### src/rtl/time_pkg.sv
// Shared types, field limits and BCD helpers for the time keeper.
package time_pkg;

    typedef struct packed {
        logic [3:0] tens;
        logic [3:0] units;
    } bcd_t;

    localparam bcd_t SEC_MAX = 8'h59;
    localparam bcd_t MIN_MAX = 8'h59;

    // Both digits decimal and the pair not above the field limit.
    function automatic logic bcd_valid(input bcd_t v, input bcd_t max);
        logic [7:0] raw_v;
        logic [7:0] raw_max;
        raw_v   = v;
        raw_max = max;
        return (v.tens <= 4'd9) && (v.units <= 4'd9) && (raw_v <= raw_max);
    endfunction

    // Binary 0..99 to packed BCD; used to derive the hour limit.
    function automatic bcd_t to_bcd(input int unsigned n);
        bcd_t r;
        r.tens  = 4'(n / 10);
        r.units = 4'(n % 10);
        return r;
    endfunction

endpackage

### src/rtl/bcd_mod_counter.sv
// Two-digit BCD counter 00..MAX_BCD with preset and a carry-out on wrap.
module bcd_mod_counter
    import time_pkg::*;
#(
    parameter bcd_t MAX_BCD = SEC_MAX
) (
    input  logic clk,
    input  logic clr,
    input  logic inc,
    input  logic ld,
    input  bcd_t ld_val,
    output bcd_t q,
    output logic wrap
);

    bcd_t q_d;

    // Carry to the next field in the same cycle this one rolls over.
    assign wrap = inc && (q == MAX_BCD);

    // Next value: preset wins, otherwise decimal increment with wrap to 00.
    always_comb begin
        q_d = q;
        if (ld) begin
            q_d = ld_val;
        end else if (inc) begin
            if (q == MAX_BCD) begin
                q_d = '0;
            end else if (q.units == 4'd9) begin
                q_d.tens  = q.tens + 4'd1;
                q_d.units = 4'd0;
            end else begin
                q_d.units = q.units + 4'd1;
            end
        end
    end

    // Field register.
    always_ff @(posedge clk or posedge clr) begin
        if (clr) q <= '0;
        else     q <= q_d;
    end

endmodule

### src/rtl/time_keeper.sv
// BCD hh:mm:ss clock advanced by rising edges of a 1 Hz level, with
// validated preset, sticky preset error and a day rollover strobe.
module time_keeper
    import time_pkg::*;
#(
    parameter int unsigned HOUR_MAX = 23
) (
    input  logic       clk,
    input  logic       clr,
    input  logic       tick_in,
    input  logic       run,
    input  logic       load,
    input  logic [7:0] load_hh,
    input  logic [7:0] load_mm,
    input  logic [7:0] load_ss,
    output logic [7:0] hh,
    output logic [7:0] mm,
    output logic [7:0] ss,
    output logic       day_pulse,
    output logic       load_err
);

    localparam bcd_t HOUR_MAX_BCD = to_bcd(HOUR_MAX);

    logic tick_q;
    logic sec_evt;
    logic preset_ok;
    logic ld;
    logic inc_ss;
    logic wrap_ss;
    logic wrap_mm;
    logic wrap_hh;
    logic day_pulse_d;
    logic load_err_d;
    bcd_t hh_q;
    bcd_t mm_q;
    bcd_t ss_q;

    assign sec_evt   = tick_in & ~tick_q;
    assign preset_ok = bcd_valid(load_ss, SEC_MAX) && bcd_valid(load_mm, MIN_MAX)
                       && bcd_valid(load_hh, HOUR_MAX_BCD);
    assign ld        = load & preset_ok;
    // Load holds the count even when the preset is rejected; that tick is lost.
    assign inc_ss    = sec_evt & run & ~load;

    // Edge detector history; keeps tracking during load and while stopped.
    always_ff @(posedge clk or posedge clr) begin
        if (clr) tick_q <= 1'b0;
        else     tick_q <= tick_in;
    end

    bcd_mod_counter #(
        .MAX_BCD (SEC_MAX)
    ) u_ss (
        .clk    (clk),
        .clr    (clr),
        .inc    (inc_ss),
        .ld     (ld),
        .ld_val (load_ss),
        .q      (ss_q),
        .wrap   (wrap_ss)
    );

    bcd_mod_counter #(
        .MAX_BCD (MIN_MAX)
    ) u_mm (
        .clk    (clk),
        .clr    (clr),
        .inc    (wrap_ss),
        .ld     (ld),
        .ld_val (load_mm),
        .q      (mm_q),
        .wrap   (wrap_mm)
    );

    bcd_mod_counter #(
        .MAX_BCD (HOUR_MAX_BCD)
    ) u_hh (
        .clk    (clk),
        .clr    (clr),
        .inc    (wrap_mm),
        .ld     (ld),
        .ld_val (load_hh),
        .q      (hh_q),
        .wrap   (wrap_hh)
    );

    assign hh = hh_q;
    assign mm = mm_q;
    assign ss = ss_q;

    // Status next-state: strobe on full rollover, error tracks the latest load.
    always_comb begin
        day_pulse_d = wrap_hh;
        load_err_d  = load_err;
        if (load) load_err_d = ~preset_ok;
    end

    // Status registers.
    always_ff @(posedge clk or posedge clr) begin
        if (clr) begin
            day_pulse <= 1'b0;
            load_err  <= 1'b0;
        end else begin
            day_pulse <= day_pulse_d;
            load_err  <= load_err_d;
        end
    end

endmodule

### config.mk
export PLATFORM = sky130hd
export DESIGN_NAME = time_keeper
export DESIGN_NICKNAME = d
export VERILOG_FILES = /design/src/rtl/time_pkg.sv /design/src/rtl/bcd_mod_counter.sv /design/src/rtl/time_keeper.sv
export SDC_FILE = /design/constraint.sdc
export NUM_CORES = 1
export LEC_CHECK = 0
export ABC_AREA = 1
export ABC_CLOCK_PERIOD_IN_PS = 2200
export CAP_MARGIN = 25
export CORE_ASPECT_RATIO = 0.75
export CORE_MARGIN = 2
export CORE_UTILIZATION = 48
export DETAILED_ROUTE_END_ITERATION = 16
export PLACE_DENSITY = 0.88
export RECOVER_POWER = 100
export SYNTH_ARGS = -nofsm -noshare
export SYNTH_HDL_FRONTEND = slang
export SYNTH_SLANG_ARGS = --single-unit
### constraint.sdc
create_clock -name clk -period 2.2 [get_ports clk]
set_clock_uncertainty 0.15 [all_clocks]
set_input_delay 0.33 -clock clk [delete_from_list [all_inputs] [get_ports clk]]
set_output_delay 0.33 -clock clk [all_outputs]
set_load 0.01 [all_outputs]
==> results of run 1 <==
## layout by cell type (no fill, tap or decap), types with 3 or more instances in the layout
master / n
dlygate4sd3_1: 28
nand3_1: 43
clkdlybuf4s50_1: 26
inv_1: 32
xor2_1: 5
clkbuf_8: 3
nand2_1: 67
dfrtp_1: 27
ha_1: 10
o21ai_0: 10
nand4_1: 6
nor2_1: 33
buf_4: 3
## tightest hold or removal path: cells and delay by family (launching register included)
kind	cells	cell delay, ns
flops	1	0.37
simple gates	2	0.15
## synth_stat cells
cell type,count
nor2_2,2
inv_2,2
nand3_1,43
nand2_1,66
o21ai_2,1
nand3_2,1
o21ai_0,9
buf_2,2
or2_2,1
nor2_4,1
o21ai_1,2
xor2_1,5
xnor2_1,2
buf_4,1
inv_1,31
a21oi_1,2
nor2_1,33
nand3_4,2
ha_1,10
o21ai_4,2
nand4_1,6
nor3_4,1
o211ai_1,1
nand2_4,2
dfrtp_1,27
o22ai_1,1
nand2_2,2
buf_6,2
## state kept, by name, indices dropped and copies added (netlist names)
register / cells
u_ss.q: 8
u_hh.q: 8
load_err: 1
day_pulse: 1
tick_q: 1
u_mm.q: 8
## routing by layer
metal	part of all wire, %	global-route usage (%)	routed length [µm]
met1	45	28.9	2210
met2	48	39.2	2370
met3	6.2	4.14	304
met4	0.47	4.94	23
met5	0	0	0
## cell type report
class,count,area (µm²)
clock buffer,3,41.3
inverter,33,124
tap,52,65.1
sequential,27,676
timing repair buffer,62,617
clock inverter,1,7.51
fill,310,1150
multi-input combinational,195,1050
## report_power, final
part | internal (mW) | switching (mW) | total [mW] | leakage (nW)
clock network | 0.129 | 0.174 | 0.303 | 0.0217
registers | 0.555 | 0.0890 | 0.644 | 0.351
logic | 0.209 | 0.188 | 0.397 | 0.924
## final timing paths
path	from	endpoint	slack [ns]	depth (start not counted)
min in group asynchronous	clr	day_pulse	0.51	3
max	load_ss[1]	u_mm.q[7]	0.26	10
max in group asynchronous	clr	u_ss.q[0]	0.93	3
min reg2reg	load_err	load_err	0.41	2
min	load_err	load_err	0.41	2
max reg2reg	u_mm.q[1]	u_hh.q[7]	0.27	9
## per-stage QoR
step                      power, mW  util, %
after CTS                      1.37     69.6
after detailed placement       1.08     68.3
after floorplan               0.838        -
final                          1.34     69.3
after global placement         1.06     68.3
after global routing           1.42     69.3
## cell families (layout without fill, tap and decap cells)
logic type	Yosys count	after routing	share of synthesized area (%)
simple gates	160	160	39.6
xor+xnor	7	7	3.23
flops	27	27	35.6
fa+ha+maj	10	10	6.60
compound gates	18	18	6.33
buf+inv	38	99	8.64
==> run summary, run 1 <==
clk_lat worst skew - 0.29 ns
Die X - 76.6 µm
FF+latch count, synth - 27
placed insts - 369
setup bufs post-CTS - 0
Detail Route Antenna Nets - 0
initial drt markers - 145
Final setup violation count - 0
top post-synthesis cells by area - dfrtp_1, nand2_1, nand3_1
Cell variety after synth - 28
Hold/Removal Path Class - reg2reg
dpl ws - -0.00332 ns
Die Ht - 58.4 µm
RSZ-0062 raised after global routing - false
Post-Route WL - 4.91 mm
CP Capture Type - flop
# hold bufs at CTS - 0
Longest Clk Path Bufs - 2
Seq/Total Area, Yosys - 35.6%
CP top delay family - buffers and inverters
n_diodes - 0
setup slack after layout - 0.261 ns
Core Rows - 19
aggregate global routing overflow - 0
max_cap viols - 0
Worst path slowest cell - clkdlybuf4s50_1
CTS resizes - 0
Worst setup SP type - input port
final hold vios - 0
CTS tree - done
max_slew headroom - 53.7%
DRC - 0
outcome - finished, final reports clean
drt first pass iters - 5
Reg clk slew, reported paths - 0.09 ns
CTS Buf Count - 3
Initial Util - 50.8%
clk root buf - clkbuf_8
CTS sink count - 27
CP Class - in2reg
Max Freq - 0.516 GHz
Core ar. - 0.00373 mm²
Via density - 5.20
area fraction of the dominant cell type after synthesis - 35.6%
WP buf/inv - 3
Via Count - 1938
I/O pin total - 55
Lkg Pwr - 1.30 nW
max-slew violation count - 0
Final GP Congestion - 0.869
Arr. time, crit path - 1.94 ns
Detailed Place HPWL - 3.74 mm
critical-path cell list - clkdlybuf4s50_1 -> o21ai_0 -> nand2_1 -> nor2_1 -> nand2_4 -> inv_1 -> buf_12 -> nor2_1 -> nand2_1 -> o21ai_0
worst-margin pin slew - 0.694 ns
area grow syn2layout - 36.3%
Worst Path Required - 2.20 ns
vias in the first global route - 1790
post-synth top area cell - dfrtp_1
peak fanout along the critical path - 12
ratio of cells with drive above 1 in the final layout - 8.10%
Final Instance Area - 0.00258 mm²
die area - 0.00448 mm²
placed cell areas - 0.00255 mm²
fin crit share - 88.1%
synth warn - 0
largest stage delay on the critical path - 0.42 ns
fin nets - 361
GRT Overall Usage - 22.2%
syn_nets - 299
worst vdd ir - 0.000428 V
WL/cell - 13.2 µm
Mapped Cells - 260
final setup TNS - 0 ns
fin cells - 373
first-pass GRT wire length - 7.96 mm
hold_ws - 0.410 ns
synthesized area - 0.00190 mm²
largest net degree at the start of global routing - 28
Final min period - 1.94 ns
# port buffers - 54
antenna violations before repair - 0
syn avg cell area - 7.30 µm²
H-tree depth - 1
PwrDens - 520 mW/mm²
Power figures use the tool's default switching activity.
==> inputs of run 2 (changes only) <==
==> constraint.sdc (replaced) <==
create_clock -name clk -period 2.2 [get_ports clk]
set_clock_uncertainty 0.15 [all_clocks]
set_input_delay 0.44 -clock clk [delete_from_list [all_inputs] [get_ports clk]]
set_output_delay 0.44 -clock clk [all_outputs]
set_load 0.01 [all_outputs]
==> run 2 against run 1 <==
Effect of this change:
- register-to-register slack about the same
- global-route usage increased by 0.62 points
- sequential power barely moved
- via count increased by 1.6%
- combinational power about the same
- first-iteration DRC count shrank 25%
- core utilization is 0.97 points higher
- flip-flop and latch count is the same
- maximum frequency decreased by 6.0%
- critical endpoint is now u_mm.q[5]
==> run summary, run 2 (synthesis gave the netlist of run 1 again) <==
outcome - finished, final reports clean
Die X - 76.6 µm
first-pass GRT wire length - 8.32 mm
WL/cell - 12.8 µm
Via density - 5.21
Tot Pwr - 1.34 mW
hold_ws - 0.376 ns
Final setup violation count - 0
Fill cells - 313
initial drt markers - 109
setup slack after layout - 0.138 ns
CTS sink count - 27
fin cells - 378
CP Class - in2reg
Post-Route WL - 4.82 mm
largest net degree at the start of global routing - 28
Worst setup SP type - input port
Top Registers - u_hh.q (8), u_mm.q (8), u_ss.q (8)
Detailed Place HPWL - 3.76 mm
clk root buf - clkbuf_8
Via Count - 1969
Die Ht - 58.4 µm
Lkg Pwr - 1.33 nW
Initial Util - 50.8%
area grow syn2layout - 38.2%
worst vdd ir - 0.000523 V
Hold/Removal Path Class - reg2reg
CTS tree - done
placed insts - 374
CTS resizes - 0
Max Freq - 0.485 GHz
aggregate global routing overflow - 0
H-tree depth - 1
RSZ-0062 raised after global routing - false
Worst Path Required - 2.22 ns
CP Capture Type - flop
antenna violations before repair - 0
placed cell areas - 0.00260 mm²
n_diodes - 0
commonest non-fill, non-tap cell in the layout - nand2_1
Detail Route Antenna Nets - 0
die area - 0.00448 mm²
WHS Path Cells - 2
Longest Clk Path Bufs - 2
clk_lat worst skew - 0.28 ns
most frequent cells in the layout - nand2_1, nand3_1, nor2_1
setup bufs post-CTS - 0
DRC - 0
# hold bufs at CTS - 0
final setup TNS - 0 ns
fin util - 70.2%
GRT Overall Usage - 22.8%
max_cap viols - 0
Core ar. - 0.00373 mm²
dpl ws - -0.0686 ns
max_slew headroom - 54.2%
peak fanout along the critical path - 20
drt first pass iters - 4
Arr. time, crit path - 2.08 ns
Core Rows - 19
# port buffers - 54
Final GP Congestion - 0.947
FF-to-FF path depth - 9
ratio of cells with drive above 1 in the final layout - 9.82%
CTS Buf Count - 3
fin crit share - 93.7%
final hold vios - 0
fin nets - 366
Final Instance Area - 0.00262 mm²
vias in the first global route - 1939
I/O pin total - 55
PwrDens - 511 mW/mm²
Reg clk slew, reported paths - 0.09 ns
worst-margin pin slew - 0.687 ns
max-slew violation count - 0
Final min period - 2.06 ns
[run 2: changes by cell type in the layout (fill, tap and decap cells not counted)]
cell / before / now
buf_4: 3 / 7
o21ai_2: 1 / 3
o21ai_4: 2 / 0
buf_12: 2 / 3
clkbuf_1: 1 / 0
clkbuf_2: 2 / 3
o21ai_0: 10 / 9
o21ai_1: 1 / 2
[run 2: layout make-up]
cell class,count,area (µm²),area share [%]
Clock buffer,3,41.3,1.58
Clock inverter,1,7.51,0.286
Inverter,33,124,4.73
Multi-Input combinational cell,195,1040,39.7
Sequential cell,27,676,25.8
Tap cell,52,65.1,2.48
Timing Repair Buffer,67,668,25.5
[run 2: power by group]
group | leakage [nW] | switching (mW) | internal [mW]
Combinational | 0.955 | 0.185 | 0.212
Sequential | 0.351 | 0.0904 | 0.555
Clock | 0.0217 | 0.168 | 0.129
[run 2: layer usage]
metal / vias up / track usage [%] / part of all wire, %
li1: 968 / - / -
met1: 917 / 28.7 / 45
met2: 82 / 41.0 / 48
met3: 2 / 5.06 / 7.1
met4: 0 / 5.19 / 0.37
met5: - / 0 / 0
[run 2: final timing paths]
path	startpoint	endpoint	slack (ns)
setup / recovery	load_ss[1]	u_mm.q[5]	0.14
hold / removal	load_err	load_err	0.38
setup reg to reg	u_ss.q[1]	u_mm.q[5]	0.26
hold reg to reg	load_err	load_err	0.38
max in group asynchronous	clr	u_ss.q[0]	0.83
min in group asynchronous	clr	day_pulse	0.62
[run 2: worst max-delay path: stages]
cell	delay [ns]
clkdlybuf4s50_1	0.41
o21ai_0	0.24
nand2_1	0.08
nor2_1	0.23
nand2_4	0.14
buf_12	0.18
o21ai_2	0.11
inv_1	0.11
nand2_1	0.08
nand2_1	0.06
==> inputs of run 3 (changes only) <==
--- a/config.mk
+++ b/config.mk
@@ -6,13 +6,13 @@
 export NUM_CORES = 1
 export LEC_CHECK = 0
 export ABC_AREA = 1
-export ABC_CLOCK_PERIOD_IN_PS = 2200
+export ABC_CLOCK_PERIOD_IN_PS = 2450
 export CAP_MARGIN = 25
 export CORE_ASPECT_RATIO = 0.75
 export CORE_MARGIN = 2
-export CORE_UTILIZATION = 48
+export CORE_UTILIZATION = 51
 export DETAILED_ROUTE_END_ITERATION = 16
-export PLACE_DENSITY = 0.88
+export PLACE_DENSITY = 0.92
 export RECOVER_POWER = 100
 export SYNTH_ARGS = -nofsm -noshare
 export SYNTH_HDL_FRONTEND = slang
==> constraint.sdc (replaced) <==
create_clock -name clk -period 2.45 [get_ports clk]
set_clock_uncertainty 0.15 [all_clocks]
set_input_delay 0.49 -clock clk [delete_from_list [all_inputs] [get_ports clk]]
set_output_delay 0.49 -clock clk [all_outputs]
set_load 0.01 [all_outputs]
==> run 3 against run 2 <==
Effect of this change:
- clock power shrank 9.1%
- power down 10%
- worst setup slack gained 0.13 ns
- via count is 5.0% lower
- combinational power shrank 11%
- register-to-register slack improved by 0.29 ns
- first-iteration DRC count up 17%
- non-clock buffer count shrank 6
- core utilization is 0.48 points higher
- sequential power down 10%
- final cell count is 1.6% lower
- the flow now finishes with violations (max-capacitance violations, max-slew violations)
==> run summary, run 3 (synthesis gave the netlist of run 1 again) <==
outcome - finished, violations left
failing checks - max-capacitance violations, max-slew violations
worst-margin pin slew - 1.52 ns
Via density - 5.03
n_diodes - 0
Die Ht - 56.8 µm
ratio of cells with drive above 1 in the final layout - 7.50%
RSZ-0062 raised after global routing - false
setup bufs post-CTS - 0
Worst Path Required - 2.48 ns
Core Rows - 19
final setup TNS - 0 ns
Core ar. - 0.00361 mm²
H-tree depth - 1
clk root buf - clkbuf_8
CTS sink count - 27
Top Registers - u_hh.q (8), u_mm.q (8), u_ss.q (8)
I/O pin total - 55
die area - 0.00423 mm²
WL/cell - 12.5 µm
first-pass GRT wire length - 8.02 mm
Hold/Removal Path Class - reg2reg
placed insts - 368
initial drt markers - 127
fin crit share - 89.0%
vias in the first global route - 1816
max_cap viols - 1
Worst setup SP type - input port
Detail Route Antenna Nets - 0
Final GP Congestion - 0.887
CP top delay family - buffers and inverters
aggregate global routing overflow - 0
Highest Signal Layer - met4
Arr. time, crit path - 2.21 ns
worst r2r dst - u_hh.q[7]
Met2 Routed Length - 2.27 mm
largest net degree at the start of global routing - 28
R2R Path Start - u_ss.q[1]
area grow syn2layout - 34.7%
setup slack, reg-to-reg - 0.55 ns
fin nets - 360
Hold Path End - load_err
Longest Clk Path Bufs - 2
Via Count - 1871
fin cells - 372
max-slew violation count - 28
Final min period - 2.18 ns
most frequent cells in the layout - nand2_1, nand3_1, nor2_1
commonest non-fill, non-tap cell in the layout - nand2_1
WP buf/inv - 3
Post-Route WL - 4.64 mm
clk_lat worst skew - 0.28 ns
DRT met1 WL - 2.10 mm
worst vdd ir - 0.000400 V
Initial Util - 52.5%
antenna violations before repair - 0
Final setup violation count - 0
met3 WL - 192 µm
CP Capture Type - flop
Die X - 74.4 µm
Lkg Pwr - 1.28 nW
DRC - 0
# port buffers - 54
Detailed Place HPWL - 3.57 mm
CTS resizes - 0
max_slew headroom - -1.46%
WHS Path Cells - 2
Reg clk slew, reported paths - 0.10 ns
CTS Buf Count - 3
CP Class - in2reg
Worst path slowest cell - dlygate4sd3_1
largest stage delay on the critical path - 0.54 ns
hold path start - load_err
GRT Overall Usage - 24.4%
peak fanout along the critical path - 7
# hold bufs at CTS - 0
Max Freq - 0.459 GHz
final hold vios - 0
PwrDens - 471 mW/mm²
CP most frequent cell - nand2_1
CTS tree - done
drt first pass iters - 4
critical-path cell list - dlygate4sd3_1 -> nand2_1 -> nor3_1 -> inv_1 -> o21ai_4 -> inv_1 -> nand2_1 -> nand2_1
FF-to-FF path depth - 9
[run 3: changes by cell type in the layout (fill, tap and decap cells not counted), moves of 2 or more]
cell,before,now
o21ai_2,3,1
clkbuf_1,0,2
clkbuf_2,3,0
buf_4,7,4
o21ai_4,0,2
buf_12,3,1
[run 3: worst reg2reg max path, delay by kind of cell, from the launching register on]
family | cells | cell delay, ns
simple gates | 7 | 0.98
buf+inv | 1 | 0.08
flops | 1 | 0.44
fa+ha+maj | 1 | 0.15
[run 3: worst max-delay path by stage]
stage	cells after the start	from	slack, ns	end
CTS	10	load_ss[1]	0.27	u_ss.q[5]
detailed placement	10	load_mm[2]	0.02	u_ss.q[5]
global route	9	tick_in	0.07	u_hh.q[6]
floorplan	9	u_ss.q[1]	0.70	u_mm.q[4]
finish	8	tick_in	0.27	u_ss.q[5]
global placement	10	load_ss[1]	0.14	u_ss.q[4]
[run 3: cell type report]
class | instances | area, µm²
multi-input cells | 195 | 1040
clock inverters | 1 | 7.51
inverters | 33 | 124
flip-flops and latches | 27 | 676
fillers | 315 | 1060
well taps | 52 | 65.1
clock buffers | 3 | 41.3
repair buffers | 61 | 598
[run 3: report_power, final]
group / leakage [nW] / internal [mW] / switching, mW
clock network: 0.0217 / 0.116 / 0.155
registers: 0.351 / 0.499 / 0.0813
logic: 0.910 / 0.186 / 0.167
total: 1.28 / 0.800 / 0.403
[run 3: per-layer routing]
layer / GRT usage (%) / up-vias
li1: - / 956
met1: 33.2 / 847
met2: 39.8 / 56
met3: 5.21 / 12
met4: 4.85 / 0
met5: 0 / -
[run 3: metrics by stage]
step	utilization (%)	instance area, µm²	setup slack, ns	total power, mW	hold slack [ns]
floorplan	-	1900	0.701	0.752	0.371
global placement	69.9	2530	0.137	0.946	0.357
detailed placement	69.9	2530	0.0241	0.962	0.357
CTS	71.3	2580	0.268	1.23	0.382
global route	70.7	2550	0.0658	1.27	0.422
finish	70.7	2550	0.270	1.20	0.392
